--- config.mk ---
export PLATFORM = sky130hd
export DESIGN_NAME = ov5640_init_sequencer
export DESIGN_NICKNAME = d
export VERILOG_FILES = /design/src/rtl/ov5640_init_sequencer.sv
export SDC_FILE = /design/constraint.sdc
export NUM_CORES = 1
export LEC_CHECK = 0
export ABC_AREA = 1
export CORE_UTILIZATION = 41
export CTS_BUF_LIST = sky130_fd_sc_hd__clkbuf_8
export DETAILED_ROUTE_END_ITERATION = 10
export GPL_TIMING_DRIVEN = 1
export HOLD_SLACK_MARGIN = 0.1
export SLEW_MARGIN = 30
export SYNTH_ARGS = -nofsm -noshare
export SYNTH_HDL_FRONTEND = slang
export SYNTH_SLANG_ARGS = --single-unit
--- constraint.sdc ---
create_clock -name clk -period 4.8 [get_ports clk]
set_input_delay 0.96 -clock clk [delete_from_list [all_inputs] [get_ports clk]]
set_output_delay 0.96 -clock clk [all_outputs]
set_load 0.02 [all_outputs]
--- src/rtl/ov5640_init_sequencer.sv ---
// OV5640 init table walker: fetches {reg_addr, reg_data} entries from ROM
// and issues one SCCB write per entry, with power-up and soft-reset waits.
module ov5640_init_sequencer #(
  parameter int ADDR_WIDTH         = 8,
  parameter int TABLE_DEPTH        = 252,
  parameter int PWRUP_DELAY_CYCLES = 1_000_000,
  parameter int RESET_DELAY_CYCLES = 250_000,
  parameter int MAX_RETRY          = 3
) (
  input  logic                  clk,
  input  logic                  reset,
  input  logic                  start,
  output logic [ADDR_WIDTH-1:0] rom_addr,
  input  logic [23:0]           rom_q,
  output logic                  wr_req,
  output logic [15:0]           wr_reg_addr,
  output logic [7:0]            wr_data,
  input  logic                  wr_done,
  input  logic                  wr_nack,
  output logic                  busy,
  output logic                  init_done,
  output logic                  init_error,
  output logic [ADDR_WIDTH-1:0] err_index
);

  typedef enum logic [3:0] {
    S_IDLE,
    S_PWR_WAIT,
    S_FETCH,
    S_LOAD,
    S_REQ,
    S_GAP,
    S_RST_WAIT,
    S_NEXT,
    S_DONE,
    S_ERROR
  } state_e;

  localparam logic [ADDR_WIDTH-1:0] LAST_IDX =
    ADDR_WIDTH'(TABLE_DEPTH - 1);
  localparam logic [31:0] PWR_LAST = 32'(PWRUP_DELAY_CYCLES - 1);
  localparam logic [31:0] RST_LAST = 32'(RESET_DELAY_CYCLES - 1);
  localparam logic [7:0]  RETRY_MAX = 8'(MAX_RETRY);

  state_e                state_q, state_d;
  logic [ADDR_WIDTH-1:0] idx_q, idx_d;
  logic [7:0]            retry_q, retry_d;
  logic [31:0]           cnt_q, cnt_d;
  logic [15:0]           reg_addr_q, reg_addr_d;
  logic [7:0]            reg_data_q, reg_data_d;
  logic [ADDR_WIDTH-1:0] err_idx_q, err_idx_d;
  logic                  wr_req_q, wr_req_d;
  logic                  busy_q, busy_d;
  logic                  done_q, done_d;
  logic                  error_q, error_d;
  logic                  soft_reset_wr;

  assign soft_reset_wr = (reg_addr_q == 16'h3008) && reg_data_q[7];

  always_comb begin
    state_d    = state_q;
    idx_d      = idx_q;
    retry_d    = retry_q;
    cnt_d      = cnt_q;
    reg_addr_d = reg_addr_q;
    reg_data_d = reg_data_q;
    err_idx_d  = err_idx_q;
    unique case (state_q)
      S_IDLE, S_DONE, S_ERROR: begin
        if (start) begin
          state_d   = (PWRUP_DELAY_CYCLES == 0) ? S_FETCH : S_PWR_WAIT;
          idx_d     = '0;
          retry_d   = '0;
          cnt_d     = '0;
          err_idx_d = '0;
        end
      end
      S_PWR_WAIT: begin
        if (cnt_q == PWR_LAST) begin
          cnt_d   = '0;
          state_d = S_FETCH;
        end else begin
          cnt_d = cnt_q + 32'd1;
        end
      end
      S_FETCH: state_d = S_LOAD;
      S_LOAD: begin
        reg_addr_d = rom_q[23:8];
        reg_data_d = rom_q[7:0];
        state_d    = S_REQ;
      end
      S_REQ: begin
        if (wr_done) begin
          if (!wr_nack) begin
            if (soft_reset_wr && RESET_DELAY_CYCLES != 0) begin
              cnt_d   = '0;
              state_d = S_RST_WAIT;
            end else begin
              state_d = S_NEXT;
            end
          end else if (retry_q < RETRY_MAX) begin
            retry_d = retry_q + 8'd1;
            state_d = S_GAP;
          end else begin
            err_idx_d = idx_q;
            state_d   = S_ERROR;
          end
        end
      end
      // One idle cycle with wr_req low before re-requesting the same entry
      S_GAP: state_d = S_REQ;
      S_RST_WAIT: begin
        if (cnt_q == RST_LAST) begin
          cnt_d   = '0;
          state_d = S_NEXT;
        end else begin
          cnt_d = cnt_q + 32'd1;
        end
      end
      S_NEXT: begin
        retry_d = '0;
        if (idx_q == LAST_IDX) begin
          state_d = S_DONE;
        end else begin
          idx_d   = idx_q + ADDR_WIDTH'(1);
          state_d = S_FETCH;
        end
      end
      default: state_d = S_IDLE;
    endcase
  end

  // Outputs registered from the next state so they align with the state
  always_comb begin
    wr_req_d = (state_d == S_REQ);
    busy_d   = (state_d != S_IDLE) && (state_d != S_DONE) &&
               (state_d != S_ERROR);
    done_d   = (state_d == S_DONE);
    error_d  = (state_d == S_ERROR);
  end

  always_ff @(posedge clk) begin
    if (reset) begin
      state_q    <= S_IDLE;
      idx_q      <= '0;
      retry_q    <= '0;
      cnt_q      <= '0;
      reg_addr_q <= '0;
      reg_data_q <= '0;
      err_idx_q  <= '0;
      wr_req_q   <= 1'b0;
      busy_q     <= 1'b0;
      done_q     <= 1'b0;
      error_q    <= 1'b0;
    end else begin
      state_q    <= state_d;
      idx_q      <= idx_d;
      retry_q    <= retry_d;
      cnt_q      <= cnt_d;
      reg_addr_q <= reg_addr_d;
      reg_data_q <= reg_data_d;
      err_idx_q  <= err_idx_d;
      wr_req_q   <= wr_req_d;
      busy_q     <= busy_d;
      done_q     <= done_d;
      error_q    <= error_d;
    end
  end

  assign rom_addr    = idx_q;
  assign wr_req      = wr_req_q;
  assign wr_reg_addr = reg_addr_q;
  assign wr_data     = reg_data_q;
  assign busy        = busy_q;
  assign init_done   = done_q;
  assign init_error  = error_q;
  assign err_index   = err_idx_q;

endmodule
[Word level (Yosys, flattened, before mapping)]
Cells that the tools add are included.
Word-level totals
  register bits: 88
  bits of input ports: 29
  output and inout bits: 44
  word-level logic and storage cells: 83
Operators by class
  add/sub/neg operators: 3
  $lt $le $gt $ge: 1
  equal/unequal tests: 26
  multiplexer cells: 27
  reduce and logical (&&, ||, !) cells: 15
Operators by type and width (count)
  $mux W32: 6
  $pmux W32 S4: 1
  $mux W8: 8
  $add A32 B1 Y32 const B: 1
  $eq A32 B18 Y1 const B: 1
  $eq A32 B20 Y1 const B: 1
  $pmux W8 S2: 2
  $mux W4: 7
  $pmux W4 S7: 1
  $pmux W8 S3: 1
  $eq A4 B3 Y1 const B: 5
  $add A8 B1 Y8 const B: 2
  $eq A16 B14 Y1 const B: 1
  $eq A4 B4 Y1 const B: 4
  $ne A2 B2 Y1 const B: 8
  $reduce_and A5 Y1: 3
  $eq A4 B2 Y1 const B: 2
  $eq A8 B8 Y1 const B: 1
  $lt A8 B2 Y1 const B: 1
  $ne A4 B4 Y1 const B: 2
  $reduce_bool A4 Y1: 2
  $eq A4 B1 Y1 const B: 1
  $logic_not A4 Y1: 1
  $reduce_bool A2 Y1: 2
  other kinds (6): 8

[Logic depth before layout (Yosys ltp)]
Gate-level depths: netlist of run 1.
  depth in word-level cells: 9
  gate-level depth with buffers: 13
  gate-level depth less buffers: 13

[Least setup slack after synthesis of run 1]
No wires, ideal clock.
  kind: input to register
  from: input reset
  to: register reg_addr_q[10] (netlist: wr_reg_addr[10])
  library setup time: 0.064 ns
  arrival time: 1.927 ns
  data required time: 4.736 ns
  setup slack: 2.809 ns
  cell stages on the path: 6
  path buffers: 3
  path through: clkbuf_1 -> inv_1 -> clkbuf_1 -> clkbuf_1 -> o21ai_0 -> nor2_1
RTL lines
  start: declaration: line 11  | input logic reset,
  end signal: assignment: line 160  | reg_addr_q <= reg_addr_d;
  end: declaration: line 49  | logic [15:0] reg_addr_q, reg_addr_d;

[Worst setup path after layout of run 1]
  from: input wr_done
  to: register cnt_q[17]
Between the ends
  cells in the longest elaborated chain, start to end: 2
RTL lines
  start: declaration: line 18  | input logic wr_done,
  $ne A2 B2 Y1 (no source line)
  $reduce_and A5 Y1 (no source line)
  end signal: assignment: line 159  | cnt_q <= cnt_d;
  end: declaration: line 48  | logic [31:0] cnt_q, cnt_d;
No other way between the ends.
A chain may end at the register's enable or synchronous reset.

==> results of run 1 <==
==> layer usage <==
metal	routed length (µm)	vias to the layer above	share of wire (%)
li1	-	2562	-
met1	5970	2226	45
met2	6320	134	47
met3	753	23	5.6
met4	308	0	2.3
met5	0	-	0
==> cells in the mapped netlist <==
library cell / n / share of area (%)
sky130_fd_sc_hd__o211ai_1: 13 / 2.0
sky130_fd_sc_hd__nand3_1: 45 / 4.7
sky130_fd_sc_hd__nand2_1: 179 / 14
sky130_fd_sc_hd__clkbuf_1: 11 / 0.86
sky130_fd_sc_hd__nor3_4: 1 / 0.34
sky130_fd_sc_hd__nor4_1: 1 / 0.13
sky130_fd_sc_hd__o21ai_1: 12 / 1.2
sky130_fd_sc_hd__nand3_4: 1 / 0.36
sky130_fd_sc_hd__buf_6: 2 / 0.47
sky130_fd_sc_hd__nand4_1: 17 / 2.2
sky130_fd_sc_hd__nor3b_1: 1 / 0.16
sky130_fd_sc_hd__inv_1: 80 / 6.2
sky130_fd_sc_hd__nor3_1: 20 / 2.1
sky130_fd_sc_hd__nand2_4: 4 / 0.93
sky130_fd_sc_hd__a21oi_1: 22 / 2.3
sky130_fd_sc_hd__a211oi_1: 1 / 0.16
sky130_fd_sc_hd__o211ai_4: 1 / 0.44
sky130_fd_sc_hd__xor2_1: 7 / 1.3
sky130_fd_sc_hd__ha_1: 3 / 0.78
sky130_fd_sc_hd__o21ai_0: 47 / 4.9
sky130_fd_sc_hd__nor2_1: 177 / 14
sky130_fd_sc_hd__nand3b_1: 1 / 0.16
sky130_fd_sc_hd__inv_4: 1 / 0.13
sky130_fd_sc_hd__nor2_2: 2 / 0.26
sky130_fd_sc_hd__nand2b_1: 1 / 0.13
sky130_fd_sc_hd__nor2_4: 2 / 0.47
sky130_fd_sc_hd__dfxtp_1: 88 / 37
sky130_fd_sc_hd__nor3_2: 1 / 0.21
sky130_fd_sc_hd__o21ai_2: 1 / 0.18
sky130_fd_sc_hd__inv_2: 8 / 0.62
sky130_fd_sc_hd__and3b_1: 1 / 0.18
sky130_fd_sc_hd__buf_4: 3 / 0.47
sky130_fd_sc_hd__nand2_2: 3 / 0.39
sky130_fd_sc_hd__nand4_4: 1 / 0.44
sky130_fd_sc_hd__buf_2: 5 / 0.52
sky130_fd_sc_hd__buf_1: 1 / 0.078
==> per-stage QoR <==
stage          worst slack [ns]  power, mW  std cells  instance area [µm²]
2_1_floorplan              2.81      0.873        764                 4820
3_3_place_gp               1.94      0.931        962                 5640
3_5_place_dp               1.86      0.933        962                 5640
4_1_cts                    2.26       1.43        978                 5820
5_1_grt                    2.03       1.47        978                 5820
6_report                   2.24       1.41        978                 5820
==> flip-flops by register name (all words and copies together) (netlist names) <==
signal and count:
cnt_q 32, err_index 8, retry_q 8, wr_reg_addr 16, wr_data 8, busy 1
init_done 1, rom_addr 8, state_q 4, init_error 1, wr_req 1
==> worst paths after layout <==
path,startpoint,endpoint,cells after the start
worst max-delay path,wr_done,cnt_q[17],12
worst min-delay path,retry_q[4],retry_q[4],2
worst max register to register,cnt_q[6],cnt_q[15],9
worst min register to register,retry_q[4],retry_q[4],2
==> cells by family after synthesis <==
logic type      Yosys count  share of synthesized area (%)
xor+xnor                  7                           1.27
simple gates            458                           40.8
buf+inv                 111                           9.37
compound gates           97                           11.2
fa+ha+maj                 3                          0.779
flops                    88                           36.5
==> worst min-delay path: stages, from the launching register on <==
cell and delay (ns):
sky130_fd_sc_hd__dfxtp_1 0.32, sky130_fd_sc_hd__nand2_1 0.06, sky130_fd_sc_hd__nor2_1 0.03
==> where the power goes <==
part | internal, mW | switching (mW)
registers | 0.743 | 0.00964
logic | 0.0646 | 0.0984
clock network | 0.204 | 0.286
total | 1.01 | 0.394
==> layout make-up <==
cell class,instances,area (µm²)
Clock buffer,10,138
Clock inverter,6,42.5
Fill cell,1191,5600
Inverter,89,337
Multi-Input combinational cell,565,2610
Sequential cell,88,1760
Tap cell,143,179
Timing Repair Buffer,77,758
==> metrics.log, run 1 <==
[metrics] number of cells produced by synthesis: 764
[metrics] final global-route overflow total: 0
[metrics] Sink Count: 88
[metrics] post-route worst hold slack: around 0.44 ns
[metrics] unrepaired setup endpoints after global routing: false
[metrics] clock transition at the register clock pins on the worst setup and hold paths after CTS: 0.09 ns
[metrics] met3 Track Usage GR: 6.20%
[metrics] cell with the largest stage delay on the worst path: sky130_fd_sc_hd__clkdlybuf4s50_1
[metrics] result of the run: complete, no violations
[metrics] GR met2 Demand/Resource: between 30% and 40%
[metrics] crit-path max FO: 37
[metrics] antenna cells: 0
[metrics] transition at the pin with the smallest max-transition slack: roughly 0.47 ns
[metrics] critical-path cell list: clkdlybuf4s50_1, inv_1, nor2_1, nand3_1, nor2_1, nand2_1, nand2_1, nand2_4, inv_4, nand3_4, nand2_4, nor2_1
[metrics] number of gates resized after CTS: 0
[metrics] setup clock skew after layout: between 0.008 and 0.009 ns
[metrics] endpoint class of the critical path: register
[metrics] arrival time reported for the critical path endpoint: 2.83 ns
[metrics] met1 Use GR: between 20% and 30%
[metrics] Inserted Clock Buffers: 9
[metrics] leading cell types in the layout, fill and taps excluded: sky130_fd_sc_hd__nand2_1 (179), sky130_fd_sc_hd__nor2_1 (177), sky130_fd_sc_hd__dfxtp_1 (88)
[metrics] clock root buffer: sky130_fd_sc_hd__clkbuf_8
[metrics] post-DR wirelength/cell: roughly 14 µm
[metrics] Final Hold Fails: 0
[metrics] cell repeated most along the worst path: sky130_fd_sc_hd__nor2_1
[metrics] required time of the critical path: 5.07 ns
[metrics] Die Span Y: between 100 and 150 µm
[metrics] cell area after technology mapping: roughly 4800 µm²
[metrics] minimum period implied by the final worst setup slack: 2.56 ns
[metrics] Port Buffers: approximately 70
[metrics] Horiz. Die Dim: ~110 µm
[metrics] Yosys warnings: 0
[metrics] maximum number of buffers from clock root to sink: 2
[metrics] static leakage power: 2.27 nW
[metrics] Max Cap Violations: 0
[metrics] maximum number of pins on one net before global-route repair: 38
[metrics] layer carrying the most global-route usage: met2
[metrics] core occupancy in the finished layout: 51.0%
[metrics] wire length of the first global-routing pass: ~23000 µm
[metrics] hold buffer count at CTS: 0
[metrics] clock tree from TritonCTS: built
[metrics] Net Count, Synth: 796
[metrics] number of H-tree branching levels: 3
[metrics] number of nets with antenna violations after detailed routing: 0
[metrics] antenna violations before repair: 0
[metrics] Final period util: roughly 53%
[metrics] most common cell after layout, fill and taps aside: sky130_fd_sc_hd__nand2_1
[metrics] layout cells sized above 1: about 5.6%
[metrics] reg-to-reg slack, setup: approximately 2.8 ns
[metrics] cell row count: 39
[metrics] distinct cell type count after synthesis: 36
[metrics] number of global-route vias before repair: about 4800
[metrics] global-route total usage across every layer: roughly 23%
[metrics] family with the most delay on the worst path: simple AND/OR/NAND/NOR gates
[metrics] sequential cell area fraction in the yosys report: between 30% and 40%
[metrics] half-perimeter wire length of the detailed placement result: 9870 µm
[metrics] peak clock frequency supported by timing: roughly 400 MHz
[metrics] relative slew slack: just under 70%
[metrics] source-to-sink clock delay at the later pin of the worst-skew pair: about 0.38 ns
[metrics] Area Growth Syn to Fin: 20.8%
[metrics] Worst Path Class, Setup: in -> reg
[metrics] Power Density: around 240 nW/µm²
[metrics] post-CTS repair timing setup buffer count: 0
[metrics] Worst VDD drop: between 0.2 and 0.25 mV
[metrics] number of vias after detailed routing: 4945
[metrics] Die Outline Area: around 12000 µm²
[metrics] final net count: approximately 860
[metrics] count of final setup violators: 0
[metrics] post-synthesis sequential element count: between 80 and 90
[metrics] longest individual stage delay on the worst path: roughly 0.53 ns
[metrics] num ports: between 70 and 80
[metrics] first-iteration detailed-routing DRC count: around 250
[metrics] DRC violations left: 0
[metrics] Post-Synthesis Mean Instance Area: 6.31 µm²
[metrics] Core Area: roughly 11000 µm²
[metrics] number of max-slew violations in the final report: 0
[metrics] Total Negative Setup Slacks: 0 ns
[metrics] first-pass detailed-route iteration total: 5
[metrics] final wirelength: around 13000 µm
[metrics] class of the tightest hold or removal check: reg -> reg
[metrics] buffer and inverter count on the worst path: 3
[metrics] Startpoint Class: input pin
[metrics] final weighted congestion in routability-driven placement: between 0.9 and 1
[metrics] initial core utilization: 42.2%
[metrics] via/cell ratio: 5.06
No activity file was read; power rests on OpenSTA's default activity.
==> run 2, diff against run 1 <==
clock period = 2.45 ns   (was 4.8 ns; I/O delays follow)
==> run 2 against run 1 <==
  * Count of clock-buffer cells in the layout is 1 higher
  * Largest cell class unchanged
  * Highest routed layer unchanged
  * Core utilization is 0.34 points higher
  * Largest power group unchanged
  * Register-to-register slack worse by 2.4 ns
==> metrics.log, run 2 (synthesis gave the netlist of run 1 again) <==
[metrics] Core Area: 11400 µm² (unchanged)
[metrics] buffer and inverter count on the worst path: 1 (was 3)
[metrics] CP Depth: 9 (was 12)
[metrics] class of the tightest hold or removal check: reg -> reg (unchanged)
[metrics] worst hold path depth: 2 (unchanged)
[metrics] num ports: 73 (unchanged)
[metrics] final weighted congestion in routability-driven placement: 0.927 (was 0.909)
[metrics] non-filler cells, final: 982 (was 978)
[metrics] Inserted Clock Buffers: 9 (unchanged)
[metrics] endpoint class of the critical path: register (unchanged)
[metrics] first-pass detailed-route iteration total: 4 (was 5)
[metrics] Startpoint Class: register (was input pin)
[metrics] Final period util: about 81%
[metrics] cell row count: 39 (unchanged)
[metrics] number of nets with antenna violations after detailed routing: 0 (unchanged)
[metrics] hold buffer count at CTS: 0 (unchanged)
[metrics] register bank with the most flops: cnt_q (unchanged)
[metrics] number of vias after detailed routing: 5008 (was 4945)
[metrics] Horiz. Die Dim: 110 µm (unchanged)
[metrics] via/cell ratio: 5.10 (was 5.06)
[metrics] most common cell after layout, fill and taps aside: sky130_fd_sc_hd__nand2_1 (unchanged)
[metrics] unrepaired setup endpoints after global routing: false (unchanged)
[metrics] Final Hold Fails: 0 (unchanged)
[metrics] part of the power in combinational logic: 11.5% (was 11.6%)
[metrics] Power Density: 478 nW/µm² (was 241 nW/µm²)
[metrics] static leakage power: 2.30 nW (was 2.27 nW)
[metrics] Die Span Y: 110 µm (unchanged)
[metrics] Worst Path Class, Setup: reg -> reg (was in -> reg)
[metrics] number of gates resized after CTS: 0 (unchanged)
[metrics] arrival time reported for the critical path endpoint: 2.31 ns (was 2.83 ns)
[metrics] relative slew slack: 69.7% (was 68.6%)
[metrics] Area Growth Syn to Fin: 21.6% (was 20.8%)
[metrics] DRC violations left: 0 (unchanged)
[metrics] initial core utilization: 42.2% (unchanged)
[metrics] half-perimeter wire length of the detailed placement result: 10500 µm (was 9870 µm)
[metrics] transition at the pin with the smallest max-transition slack: 0.452 ns (was 0.470 ns)
[metrics] final wirelength: 13700 µm (was 13400 µm)
[metrics] clock tree from TritonCTS: built (unchanged)
[metrics] post-DR wirelength/cell: 13.9 µm (was 13.7 µm)
[metrics] cell-internal power: 2.01 mW (was 1.01 mW)
[metrics] minimum period implied by the final worst setup slack: roughly 2.0 ns
[metrics] cell with the largest stage delay on the worst path: sky130_fd_sc_hd__dfxtp_1 (was sky130_fd_sc_hd__clkdlybuf4s50_1)
[metrics] antenna cells: 0 (unchanged)
[metrics] number of max-slew violations in the final report: 0 (unchanged)
[metrics] maximum number of buffers from clock root to sink: 2 (unchanged)
[metrics] number of global-route vias before repair: 4840 (was 4819)
[metrics] final global-route overflow total: 0 (unchanged)
[metrics] net switching fraction of the power: 28.1% (was 28.0%)
[metrics] register share of total power: 52.6% (was 53.5%)
[metrics] # placed instances: 966 (was 962)
[metrics] count of final setup violators: 0 (unchanged)
[metrics] Total Negative Setup Slacks: 0 ns (unchanged)
[metrics] longest individual stage delay on the worst path: 0.50 ns (was 0.53 ns)
[metrics] reg2reg path depth: 9 (unchanged)
[metrics] required time of the critical path: 2.77 ns (was 5.07 ns)
[metrics] number of flip-flops in the largest register: 32 (unchanged)
[metrics] crit-path max FO: 8 (was 37)
[metrics] antenna violations before repair: 0 (unchanged)
[metrics] final net count: 866 (was 862)
[metrics] maximum number of pins on one net before global-route repair: 38 (unchanged)
[metrics] family with the most delay on the worst path: simple AND/OR/NAND/NOR gates (unchanged)
[metrics] first-iteration detailed-routing DRC count: 269 (was 254)
[metrics] Worst VDD drop: 0.295 mV (was 0.207 mV)
[metrics] post-CTS repair timing setup buffer count: 0 (unchanged)
[metrics] cell repeated most along the worst path: sky130_fd_sc_hd__nand2_1 (was sky130_fd_sc_hd__nor2_1)
[metrics] Sink Count: 88 (unchanged)
[metrics] Die Outline Area: 12200 µm² (unchanged)
[metrics] result of the run: complete, no violations (unchanged)
[metrics] layout cells sized above 1: 6.08% (was 5.63%)
[metrics] clock transition at the register clock pins on the worst setup and hold paths after CTS: 0.09 ns (about the same)
[metrics] global-route total usage across every layer: 23.2% (was 23.0%)
[metrics] clock group share of total power: 35.9% (was 34.9%)
[metrics] setup clock skew after layout: 0.00764 ns (was 0.00876 ns)
[metrics] clock root buffer: sky130_fd_sc_hd__clkbuf_8 (unchanged)
[metrics] leading cell types in the layout, fill and taps excluded: sky130_fd_sc_hd__nand2_1 (179), sky130_fd_sc_hd__nor2_1 (177), sky130_fd_sc_hd__dfxtp_1 (88) (unchanged)
[metrics] net switching power figure: 0.787 mW (was 0.394 mW)
[metrics] source-to-sink clock delay at the later pin of the worst-skew pair: 0.37 ns (was 0.38 ns)
[metrics] number of H-tree branching levels: 3 (unchanged)
[metrics] Port Buffers: 72 (unchanged)
[metrics] critical-path cell list: nand2_1, nor2_1, nand2_1, nor2_1, xor2_1, nand3_1, nand3_1, nand2_1, inv_1 (was clkdlybuf4s50_1, inv_1, nor2_1, nand3_1, nor2_1, nand2_1, nand2_1, nand2_4, inv_4, nand3_4, nand2_4, nor2_1)
[metrics] peak clock frequency supported by timing: 502 MHz
[metrics] wire length of the first global-routing pass: 23000 µm (was 22800 µm)
[metrics] Max Cap Violations: 0 (unchanged)
run 2: cell count changes in the layout (fill, tap and decap cells not counted):
| cell | delta |
|---|---|
| sky130_fd_sc_hd__clkbuf_8 | +1 |
| sky130_fd_sc_hd__clkinv_2 | -1 |
| sky130_fd_sc_hd__buf_4 | +4 |
run 2: tightest hold or removal path, cell delays in order, from the launching register on:
cell and delay (ns):
sky130_fd_sc_hd__dfxtp_1 0.32, sky130_fd_sc_hd__nand2_1 0.06, sky130_fd_sc_hd__nor2_1 0.03
run 2: cell type report:
class / instances / area (µm²)
fill: 1175 / 5560
multi-input combinational: 565 / 2610
sequential: 88 / 1760
timing repair buffer: 81 / 788
inverter: 89 / 337
tap: 143 / 179
clock buffer: 11 / 151
clock inverter: 5 / 37.5
run 2: per-layer routing:
layer	global-route usage (%)	up-vias	share of wire (%)
li1	-	2573	-
met1	28.1	2296	44
met2	39.8	113	49
met3	3.84	26	4.0
met4	10.9	0	2.9
met5	0	-	0
run 2: power groups by stage:
stage,registers (mW),logic [mW],clock network (mW)
2_1_floorplan,1.53,0.183,0
4_1_cts,1.47,0.325,1.03
5_1_grt,1.48,0.357,1.09
3_5_place_dp,1.51,0.323,0
6_report,1.47,0.322,1.01
3_3_place_gp,1.51,0.321,0
run 2: final timing paths:
kind	start	endpoint	slack, ns
max	cnt_q[6]	cnt_q[15]	0.46
min	retry_q[2]	retry_q[2]	0.45
max reg2reg	cnt_q[6]	cnt_q[15]	0.46
min reg2reg	retry_q[2]	retry_q[2]	0.45
run 2: metrics by stage:
stage,setup slack [ns],instance area [µm²],util (%),total power [mW],hold slack [ns]
finish,0.460,5860,51.3,2.80,0.448
global route,0.252,5860,51.3,2.92,0.467
CTS,0.472,5860,51.3,2.83,0.448
detailed placement,0.149,5670,49.7,1.83,0.432
global placement,0.178,5670,49.7,1.83,0.426
floorplan,0.897,4820,-,1.71,0.419
